`src/rtl/hamming_pkg.sv`:
```
// rtl/hamming_pkg.sv - shared constants, types and syndrome helper for the (16,11) SECDED receiver
package hamming_pkg;

  localparam int CW_W   = 16;
  localparam int DATA_W = 11;
  localparam int SYN_W  = 4;

  // Code positions that carry payload, listed in payload bit order
  localparam logic [SYN_W-1:0] P [DATA_W] = '{
    4'd3, 4'd5, 4'd6, 4'd7, 4'd9, 4'd10, 4'd11, 4'd12, 4'd13, 4'd14, 4'd15
  };

  typedef enum logic [1:0] {
    ERR_NONE,
    ERR_SED,
    ERR_DED
  } err_kind_e;

  typedef struct packed {
    logic [SYN_W-1:0] syn;
    logic             pe;
  } syn_t;

  // Syndrome is the XOR of the indices of all set bits; pe is overall parity
  function automatic syn_t hamming_syndrome(input logic [CW_W-1:0] cw);
    syn_t r;
    r.syn = '0;
    r.pe  = ^cw;
    for (int i = 1; i < CW_W; i++) begin
      if (cw[i]) r.syn = r.syn ^ SYN_W'(i);
    end
    return r;
  endfunction

endpackage

```
`src/rtl/hamming_sat_counter.sv`:
```
// rtl/hamming_sat_counter.sv - saturating event counter with clear
module hamming_sat_counter #(
  parameter int CNT_W = 16
) (
  input  logic             clk,
  input  logic             rst,
  input  logic             clr,
  input  logic             inc,
  output logic [CNT_W-1:0] count
);

  // Clear wins over a same-cycle increment; the count holds at all-ones
  always_ff @(posedge clk) begin
    if (rst) begin
      count <= '0;
    end else if (clr) begin
      count <= '0;
    end else if (inc && (count != '1)) begin
      count <= count + 1'b1;
    end
  end

endmodule

```
`src/rtl/hamming_secded_rx.sv`:
```
// rtl/hamming_secded_rx.sv - two-stage (16,11) SECDED receive pipeline; error statistics built only with HAMMING_RX_STATS_EN
module hamming_secded_rx
  import hamming_pkg::*;
#(
  parameter int CNT_W    = 16,
  parameter int DROP_DED = 0
) (
  input  logic              clk,
  input  logic              rst,
  input  logic              in_valid,
  output logic              in_ready,
  input  logic [CW_W-1:0]   in_codeword,
  output logic              out_valid,
  input  logic              out_ready,
  output logic [DATA_W-1:0] out_data,
  output logic              out_sed,
  output logic              out_ded,
  output logic [SYN_W-1:0]  out_syndrome,
  input  logic              cnt_clr,
  output logic [CNT_W-1:0]  sed_cnt,
  output logic [CNT_W-1:0]  ded_cnt,
  input  logic              irq_clr,
  output logic              ded_irq
);

  // S1 keeps only the payload positions; parity positions are consumed by the syndrome
  logic              s1_valid;
  logic [DATA_W-1:0] s1_data;
  logic [SYN_W-1:0]  s1_syn;
  logic              s1_pe;

  syn_t              in_syn;
  logic [DATA_W-1:0] in_data;
  err_kind_e         s1_kind;
  logic [DATA_W-1:0] s1_fixed;
  logic              s2_can_load;
  logic              s2_enter;
  logic              s2_keep;
  logic              sed_inc;
  logic              ded_inc;

  assign s2_can_load = !out_valid || out_ready;
  assign in_ready    = !s1_valid || s2_can_load;
  assign s2_enter    = s1_valid && s2_can_load;
  assign s2_keep     = !((DROP_DED != 0) && (s1_kind == ERR_DED));
  assign sed_inc     = s2_enter && (s1_kind == ERR_SED);
  assign ded_inc     = s2_enter && (s1_kind == ERR_DED);

  // Syndrome, parity and raw payload gather for the incoming codeword
  always_comb begin
    in_syn  = hamming_syndrome(in_codeword);
    in_data = '0;
    for (int k = 0; k < DATA_W; k++) begin
      in_data[k] = in_codeword[P[k]];
    end
  end

  // S1: capture syndrome stage whenever it is empty or draining into S2
  always_ff @(posedge clk) begin
    if (rst) begin
      s1_valid <= 1'b0;
      s1_data  <= '0;
      s1_syn   <= '0;
      s1_pe    <= 1'b0;
    end else if (in_ready) begin
      s1_valid <= in_valid;
      if (in_valid) begin
        s1_data <= in_data;
        s1_syn  <= in_syn.syn;
        s1_pe   <= in_syn.pe;
      end
    end
  end

  // Classify and correct; a syndrome naming a parity position leaves the payload untouched
  always_comb begin
    s1_kind  = ERR_NONE;
    if (s1_pe) begin
      s1_kind = ERR_SED;
    end else if (s1_syn != '0) begin
      s1_kind = ERR_DED;
    end
    s1_fixed = s1_data;
    if (s1_kind == ERR_SED) begin
      for (int k = 0; k < DATA_W; k++) begin
        if (s1_syn == P[k]) s1_fixed[k] = ~s1_data[k];
      end
    end
  end

  // S2: output register; holds everything while the consumer stalls
  always_ff @(posedge clk) begin
    if (rst) begin
      out_valid    <= 1'b0;
      out_data     <= '0;
      out_sed      <= 1'b0;
      out_ded      <= 1'b0;
      out_syndrome <= '0;
    end else if (s2_can_load) begin
      out_valid <= s1_valid && s2_keep;
      if (s1_valid && s2_keep) begin
        out_data     <= s1_fixed;
        out_sed      <= (s1_kind == ERR_SED);
        out_ded      <= (s1_kind == ERR_DED);
        out_syndrome <= s1_syn;
      end
    end
  end

`ifdef HAMMING_RX_STATS_EN
  hamming_sat_counter #(.CNT_W(CNT_W)) u_sed_cnt (
    .clk   (clk),
    .rst   (rst),
    .clr   (cnt_clr),
    .inc   (sed_inc),
    .count (sed_cnt)
  );

  hamming_sat_counter #(.CNT_W(CNT_W)) u_ded_cnt (
    .clk   (clk),
    .rst   (rst),
    .clr   (cnt_clr),
    .inc   (ded_inc),
    .count (ded_cnt)
  );

  // Sticky DED flag; a DED word entering S2 beats a same-cycle clear
  always_ff @(posedge clk) begin
    if (rst) begin
      ded_irq <= 1'b0;
    end else if (ded_inc) begin
      ded_irq <= 1'b1;
    end else if (irq_clr) begin
      ded_irq <= 1'b0;
    end
  end
`else
  logic stats_unused;
  assign stats_unused = ^{cnt_clr, irq_clr, sed_inc, ded_inc};
  assign sed_cnt      = '0;
  assign ded_cnt      = '0;
  assign ded_irq      = 1'b0;
`endif

endmodule

```
`config.mk`:
```
export PLATFORM = sky130hd
export DESIGN_NAME = hamming_secded_rx
export DESIGN_NICKNAME = d
export VERILOG_FILES = /design/src/rtl/hamming_pkg.sv /design/src/rtl/hamming_sat_counter.sv /design/src/rtl/hamming_secded_rx.sv
export SDC_FILE = /design/constraint.sdc
export NUM_CORES = 1
export LEC_CHECK = 0
export ABC_CLOCK_PERIOD_IN_PS = 1900
export BUFFER_PORTS_ARGS = -buffer_cell sky130_fd_sc_hd__buf_2
export CAP_MARGIN = 5
export CORE_ASPECT_RATIO = 1.5
export CORE_MARGIN = 1.5
export CORE_UTILIZATION = 48
export CTS_CLUSTER_SIZE = 30
export DETAILED_ROUTE_END_ITERATION = 6
export GPL_TIMING_DRIVEN = 0
export PLACE_DENSITY = 0.79
export SETUP_SLACK_MARGIN = 0.5
export SYNTH_ARGS = -nofsm -noshare
export SYNTH_HDL_FRONTEND = slang
export SYNTH_SLANG_ARGS = --single-unit
```
`constraint.sdc`:
```
create_clock -name clk -period 1.9 [get_ports clk]
set_input_delay 0.19 -clock clk [delete_from_list [all_inputs] [get_ports clk]]
set_output_delay 0.19 -clock clk [all_outputs]
set_load 0.005 [all_outputs]
```
# Yosys cells after proc, flatten, opt, wreduce, memory -nomap -nowiden
# Index checks and enable logic that the tools add are counted.
# classes
eq_ne	13
mux	29
bitwise_logic	25
n_reduce_logical	8
# ops
cell	count
$mux 4	8
$eq 4x4->1 const B	7
$reduce_xor 16->1	1
$eq 4x3->1 const B	3
$mux 1	12
$mux 3	4
$not 2->2	6
$not 3->3	4
$mux 11	1
$not 1->1	11
$mux 2	4
$eq 4x2->1 const B	1
$not 4->4	1
$reduce_and 2->1	2
$reduce_bool 4->1	1
$not 1->1 const A	3
$eq 2x1->1 const B	1
$eq 2x2->1 const B	1
$logic_not 1->1	2
$logic_or 1x1->1	2
# totals
register_bits	35
out_inout_bits	52
elab_cells	84

# Logic depth before layout (Yosys ltp)
# logic_depth
depth_word	26
ltp_mapped	6

# Worst setup path before layout
# OpenSTA, ideal clock, no wires.
# synth_timing
path_kind	reg-to-reg
startpoint	register out_valid
endpoint	register s1_syn[2]
setup_ns	0.086
t_arrival_ns	1.255
t_required_ns	1.814
setup_slack_ns	0.560
stages_incl_launch_ff	6
cell_sequence	dfxtp_1 nor2b_1 nand2_1 and2_1 clkbuf_1 a211oi_1
# synth_between
elab_chain_len	4
# synth_rtl
item	line	source
start, declared	hamming_secded_rx.sv:13	output logic out_valid,
start signal, assigned	hamming_secded_rx.sv:100	out_valid <= s1_valid && s2_keep;
$logic_not 1->1	hamming_secded_rx.sv:42	assign s2_can_load = !out_valid || out_ready;
$logic_or 1x1->1	hamming_secded_rx.sv:42	
$logic_or 1x1->1	hamming_secded_rx.sv:43	assign in_ready = !s1_valid || s2_can_load;
named net in_ready	hamming_secded_rx.sv:11	output logic in_ready,
$reduce_and 2->1 (no line)	-	
end signal, assigned	hamming_secded_rx.sv:69	s1_syn <= in_syn.syn;
end, declared	hamming_secded_rx.sv:29	logic [SYN_W-1:0] s1_syn;
# The timed path passes the listed nets, and every way through them passes these cells.
# A chain may end at the register's enable or synchronous reset.

# Worst setup path after layout
# layout_timing
startpoint	register out_valid
endpoint	register s1_syn[1]
# layout_between
elab_chain_len	4
# layout_rtl
item	line
$logic_not 1->1	hamming_secded_rx.sv:42
$logic_or 1x1->1	hamming_secded_rx.sv:42
$logic_or 1x1->1	hamming_secded_rx.sv:43
$reduce_and 2->1 (no line)	-
# Every way passes these cells.

==> results.txt <==
outcome = complete, no violations
# diodes = 0
drt first pass iters = 4
setup_tns = 0 ps
nature of the critical path startpoint = flop
Post-Route WL = 3.51 mm
worst r2r path cells = 6
maximum buffer depth of the clock tree = 2
post-synth top area cell = dfxtp_1
Setup crit end kind = flop
Tmin final = 1270 ps
initial antenna violation count = 0
clk sink count = 35
fmax = 785 MHz
die area = 4350 sq um
vias in the first global route = 1332
HP Start = in_valid
YS warnings = 0
PD cells = 743 nW/um^2
hpwl dp = 2.91 mm
top cells by area, synth = dfxtp_1, xnor2_1, buf_4
Post-DRT Antenna Nets = 0
initial core utilization = 51.1%
number of synthesized register bits = 35
final hold violations = 0
RR Endpoint = s1_syn[1]
Max IR drop VDD = 567 uV
final setup fails = 0
Hold Path Sink = s1_valid
Mapped Cells = 228
Pleak = 1.06 nW
wire per inst = 10.2 microns
critical path arrival = 1430 ps
Mapped Avg Cell Area = 8.33 sq um
Num CTS Buffers = 5
P&R area growth vs syn = 24.8%
total power = 1.76 mW
Pins Over Slew Limit = 0
share of post-route cells with drive strength above 1 = 30.4%
CP required = 2050 ps
Vias = 1566
GRT Overall Usage = 17.7%
first-pass GRT wire length = 5.58 mm
clock latency at the later pin of the worst-skew pair = 280 ps
Final period util = 67.1%
Ports = 74
Die Wd = 54.4 microns
clock root cell = clkbuf_8
Min-Delay Path Class = in -> reg
Die Height = 80.0 microns
Vias/cell = 4.53
synthesized area = 1900 sq um
drt drc = 0
fin nets = 326
core area = 3720 sq um
worst-path fanout max = 10
hold path cells = 3
postcts setup bufs = 0
register area share after synthesis = 36.9%
Max Cap Violations = 0
Max Clock Skew = 3.10 ps
RSZ-0062 raised after global routing = false
reg2reg setup slack = 630 ps
CTS tree = built
routability congestion estimate from global placement = 0.868
clk slew on worst S/H paths = 60 ps
largest net degree at the start of global routing = 11
IO buf count = 37
Worst R2R Start = out_valid
WS Path Type = reg -> reg
Initial DRC Count = 19
H-tree depth = 2
top-area cell type share of the netlist area = 36.9%
row count = 27
grt ovf = 0
Cell variety after synth = 22
[cells in the final DEF (no fill, tap or decap), types with 5 or more instances in the layout]
master    count
clkbuf_1      5
buf_2        38
clkbuf_8      5
nor2_1       28
a211oi_1     14
dfxtp_1      34
buf_4        33
a21oi_1      18
conb_1       33
xnor2_1      29
nand2_1      35
[state kept, by name (all words and copies together) (netlist names)]
| signal | cells |
|---|---|
| s1_valid | 1 |
| s1_syn | 4 |
| out_syndrome | 4 |
| s1_pe | 1 |
| out_sed | 1 |
| out_valid | 1 |
| out_ded | 1 |
| out_data | 11 |
| s1_data | 11 |
[power breakdown]
group	switching [mW]	internal [mW]
Combinational	0.210	0.229
Sequential	0.0519	0.790
Clock	0.236	0.244
Total	0.499	1.26
[metrics by stage]
step | worst slack, ps | instance area [sq um] | std cells | utilization, % | hold WS [ps]
after global placement | 366 | 2260 | 340 | 60.8 | 432
after detailed placement | 353 | 2260 | 340 | 60.8 | 444
after floorplan | 560 | 2020 | 260 | - | 307
after CTS | 531 | 2340 | 346 | 63.0 | 157
after global routing | 485 | 2370 | 346 | 63.8 | 154
final | 626 | 2370 | 346 | 63.8 | 154
[what timing repair did]
action,in CTS,in global routing
endpoints found under the setup margin,32,25
resized for setup,7,11
hold buffers,0,0
[routing by layer]
metal | share of wire [%] | GRT usage (%)
met3 | 7.1 | 4.49
met5 | 0 | 0
met2 | 56 | 33.1
met4 | 1.9 | 8.00
met1 | 35 | 16.8
[how the worst max path moves through the flow]
stage,startpoint,end,depth (start not counted)
finish,out_valid,s1_syn[1],6
detailed placement,out_valid,out_data[1],5
global route,out_valid,s1_syn[1],6
CTS,s1_syn[0],out_data[4],4
floorplan,out_valid,s1_syn[2],5
global placement,out_valid,out_data[6],5
[area by class of cell]
| cell class | instances | area, sq um |
|---|---|---|
| fill | 338 | 1350 |
| buffer | 43 | 304 |
| sequential | 35 | 702 |
| multi-input combinational | 182 | 1050 |
| timing repair buffer | 37 | 185 |
| tap | 43 | 53.8 |
| clock buffer | 6 | 72.6 |
[critical path: stages (launching register included)]
cell and delay, ps:
dfxtp_1 330, nor2b_4 170, nand2_1 100, and2_1 180, clkbuf_4 180, nor2_1 120
a211oi_1 60
[Yosys cell counts]
cell type and number:
xnor2_1 29, dfxtp_1 35, and2_1 1, nor4_1 1, nand2b_1 3, xnor2_2 4, xor2_1 4, nor2_1 29
a211oi_2 1, nor2b_1 2, a211oi_1 15, nor4b_1 1, buf_2 1, nand3b_1 2, clkbuf_1 9, buf_4 33
xor2_2 1, nand3_1 1, nor3_1 2, nand2_1 35, a21oi_1 18, conb_1 1
[cell families after synthesis]
logic type,synth area share (%)
buffers and inverters,15.1
DFF,36.9
other,0.197
xor gates and xnor gates,19.5
and+or+nand+nor,17.0
AOI/OAI and AO/OA,11.3
No activity file was read; power rests on OpenSTA's default activity.
